$ cat src/rtl/updown_limit_counter.sv
// Parametrised up/down event counter with a runtime upper limit.
// Supports wrap/saturate selection, clamped preload, a terminal flag and a wrap pulse.
module updown_limit_counter #(
    parameter int WIDTH     = 4,
    parameter int RESET_VAL = 0
) (
    input  logic             clk,
    input  logic             rstn,
    input  logic             enable,
    input  logic             up_dn,
    input  logic             wrap_en,
    input  logic             preload,
    input  logic [WIDTH-1:0] preload_val,
    input  logic [WIDTH-1:0] limit,
    output logic [WIDTH-1:0] count,
    output logic             term_hit,
    output logic             wrap_pulse
);

    logic [WIDTH-1:0] next_count;
    logic [WIDTH-1:0] terminal;
    logic             next_term;
    logic             next_wrap;

    assign terminal = up_dn ? limit : '0;

    // A count above a lowered limit is treated as "at or past the top" when counting up.
    always_comb begin
        next_count = count;
        next_term  = term_hit;
        next_wrap  = 1'b0;
        if (preload) begin
            next_count = (preload_val > limit) ? limit : preload_val;
            next_term  = (next_count == terminal);
        end else if (enable) begin
            if (up_dn) begin
                if (count < limit) begin
                    next_count = count + 1'b1;
                end else if (wrap_en) begin
                    next_count = '0;
                    next_wrap  = 1'b1;
                end else begin
                    next_count = limit;
                end
            end else begin
                if (count != '0) begin
                    next_count = count - 1'b1;
                end else if (wrap_en) begin
                    next_count = limit;
                    next_wrap  = 1'b1;
                end else begin
                    next_count = '0;
                end
            end
            next_term = (next_count == terminal);
        end
    end

    always_ff @(posedge clk) begin
        if (!rstn) begin
            count      <= RESET_VAL[WIDTH-1:0];
            term_hit   <= 1'b0;
            wrap_pulse <= 1'b0;
        end else begin
            count      <= next_count;
            term_hit   <= next_term;
            wrap_pulse <= next_wrap;
        end
    end

endmodule

$ cat config.mk
export PLATFORM = sky130hd
export DESIGN_NAME = updown_limit_counter
export DESIGN_NICKNAME = d
export VERILOG_FILES = /design/src/rtl/updown_limit_counter.sv
export SDC_FILE = /design/constraint.sdc
export NUM_CORES = 1
export LEC_CHECK = 0
export ABC_CLOCK_PERIOD_IN_PS = 4600
export BUFFER_PORTS_ARGS = -buffer_cell sky130_fd_sc_hd__buf_4
export CAP_MARGIN = 5
export CORE_MARGIN = 1
export CORE_UTILIZATION = 35
export DETAILED_ROUTE_END_ITERATION = 7
export PLACE_DENSITY = 0.62
export SLEW_MARGIN = 20
export SYNTH_ARGS = -nofsm -noshare
export SYNTH_HDL_FRONTEND = slang
export SYNTH_SLANG_ARGS = --single-unit
$ cat constraint.sdc
create_clock -name clk -period 4.6 [get_ports clk]
set_input_delay 0.23 -clock clk [delete_from_list [all_inputs] [get_ports clk]]
set_output_delay 0.23 -clock clk [all_outputs]
set_load 0.005 [all_outputs]
==> metrics <==
post-route cell area about 1100 um2; Mapped Area 940 um2; setup_tns 0 ns; initial antenna violation count 0; clk buf depth 2; critical path capture point type flip-flop; Syn Area/Cell 7.46 um2; vias per cell 5.85; global-route wire length before repair 4140 um; Final nets 167; Min Hold Slack 0.251 ns; Critical-path top delay cell dfxtp_1; pin count of the biggest net entering global routing 19; final hold viol count 0; Rows 18; max incr delay on CP 0.54 ns; Resized cells post-CTS 0; Antenna Cells 0; CTS tree yes; Post-synth ARST share 0%; Slew Limit Headroom 65.9%; CTS Hold Bufs 0; Critical Path Fanout Max 8; CP bufs+invs 0; crit path time final 2.46 ns; final max-slew violation count 0; Crit path arrival time 2.63 ns; vias in the first global route 981; Crit Path Category reg2reg; Final period util 53.4%; Post-DP HPWL 1920 um; status completed; synth warn 0; routing usage on met1 about a quarter; Inst Count DP 169; htree depth 1; CP required 4.77 ns; Syn Inst Count 126; final core utilization 44.5%; routability cong. 0.812; Setup violations, final 0; f_max 407 MHz; sequential element share of the synthesized area 12.8%; met3 Resource Use GR 4.24%; GRT Total Usage 19.1%; #FFs+latches synth 6; Avg WL per Cell 14.3 um; number of synthesized flops with an enable pin 0; total CTS buffers 3; worst-skew pair later-pin latency between 0.2 and 0.25 ns; DRC 0; Worst-Margin Slew ~0.51 ns; IO Pins 20; maximum VDD drop 0.172 mV; Clock Tree Root clkbuf_4; clk slew on worst S/H paths 0.04 ns; FF/Latch Area 120 um2; grt ovf 0; die area 2900 um2; GRT met2 Usage 33.1%; area grow syn2layout 18.5%; Routed Wire Length 2450 um; Primary FF master, synth dfxtp_1; Yosys cell types 43; DIE WIDTH 53.8 um; Sink Count 6; Tightest Hold Check Type in2reg; final setup margin 2.14 ns; worst path cell trace ha_1 > a21oi_1 > o21ai_4 > o2111a_1 > or3_1 > a2111o_1 > o21ai_2; Initial Util a little under two fifths; total power 0.245 mW; number of fill cells 263; number of iterations in the first detailed-routing pass 4; die height 53.8 um; port bufs 19; Multi-input gate area 764 um2; core box area 2500 um2; Leakage Power 0.478 nW; fraction of layout cells with a size suffix above 1 21.8%; # Post-CTS Setup Buffers 0; Startpoint Class flip-flop; Worst Skew 0.00236 ns; pwr/cell area ~220 nW/um2; Detail Route Antenna Nets 0; Place WS 2.01 ns; Initial DRC Count 16; final non-filler cell total approximately 170; layer with the highest usage met2; CP top delay family compound AO/OA/AOI/OAI gates; vias just over 1000; Syn Nets between 100 and 150; maxcap violations 0; placed cell area 1090 um2; RSZ-0062 raised after global routing false
==> synthesized netlist by cell type, types with 2 or more instances <==
library cell | number | share of area (%)
xnor2_1 | 2 | 1.9
and2_1 | 2 | 1.3
dfxtp_1 | 6 | 13
nor2_1 | 11 | 4.4
clkbuf_1 | 3 | 1.2
nand3_1 | 4 | 2.1
o32ai_1 | 2 | 1.9
a31oi_1 | 2 | 1.3
o211ai_1 | 2 | 1.6
or3_1 | 2 | 1.3
o21ai_0 | 8 | 4.3
inv_1 | 6 | 2.4
xor2_1 | 3 | 2.8
buf_2 | 2 | 1.1
nand4_1 | 2 | 1.3
nor2b_1 | 3 | 2.0
ha_1 | 9 | 12
o31ai_1 | 4 | 3.2
or2_2 | 2 | 1.3
mux2i_1 | 7 | 7.5
nand2_1 | 14 | 5.6
a21oi_1 | 8 | 4.3
nor3b_1 | 2 | 1.6
==> routing by layer <==
layer  share of wire [%]  wire [um]
met5                   0          0
met4                   0          0
met2                  47       1160
met1                  46       1140
met3                 6.2        152
==> worst reg2reg max path, delay by kind of cell (launching register included) <==
family,cells,cell delay (ns)
simple gates,1,0.35
flops,1,0.54
fa+ha+maj,1,0.32
compound gates,5,1.18
==> placed cells by master, fill, tap and decap left out, drive strengths merged, types with 2 or more instances in the layout <==
cell type	synthesis	layout
a21oi	8	8
a31oi	2	2
and2	2	2
buf	3	19
clkbuf	3	3
dfxtp	6	6
ha	9	9
inv	6	6
mux2i	7	7
nand2	14	14
nand3	4	4
nand4	2	2
nor2	11	11
nor2b	3	3
nor3b	4	4
o211ai	3	3
o21ai	10	10
o31ai	4	4
o32ai	2	2
or2	2	2
or3	2	2
xnor2	2	2
xor2	3	3
==> cell type report <==
cell class,instances,share of cell area [%]
well taps,30,3.37
inverters,7,2.36
repair buffers,19,12.8
multi-input cells,107,68.7
clock buffers,3,2.02
flip-flops and latches,6,10.8
==> worst paths after layout <==
kind	startpoint	endpoint	slack (ns)	cells past startpoint
hold / removal	rstn	count[1]	0.25	2
setup reg to reg	count[3]	term_hit	2.14	7
hold reg to reg	term_hit	term_hit	0.47	2
setup / recovery	count[3]	term_hit	2.14	7
==> flip-flops by register name, indices dropped and copies added (netlist names) <==
signal,count
count,4
term_hit,1
wrap_pulse,1
==> logic make-up after synthesis <==
family          count (synthesis)  share of synthesized area [%]
mux                             8                           8.66
flops                           6                           12.8
buf+inv                        13                           5.86
compound gates                 37                           28.8
simple gates                   48                           27.3
xor+xnor                        5                           4.66
fa+ha+maj                       9                           12.0
==> power breakdown <==
group	internal [mW]	switching, mW	leakage [nW]
registers	0.0568	0.0113	0.0493
logic	0.0622	0.0680	0.415
clock network	0.0294	0.0171	0.0138
Note: power is estimated with default switching activity, not from simulation.
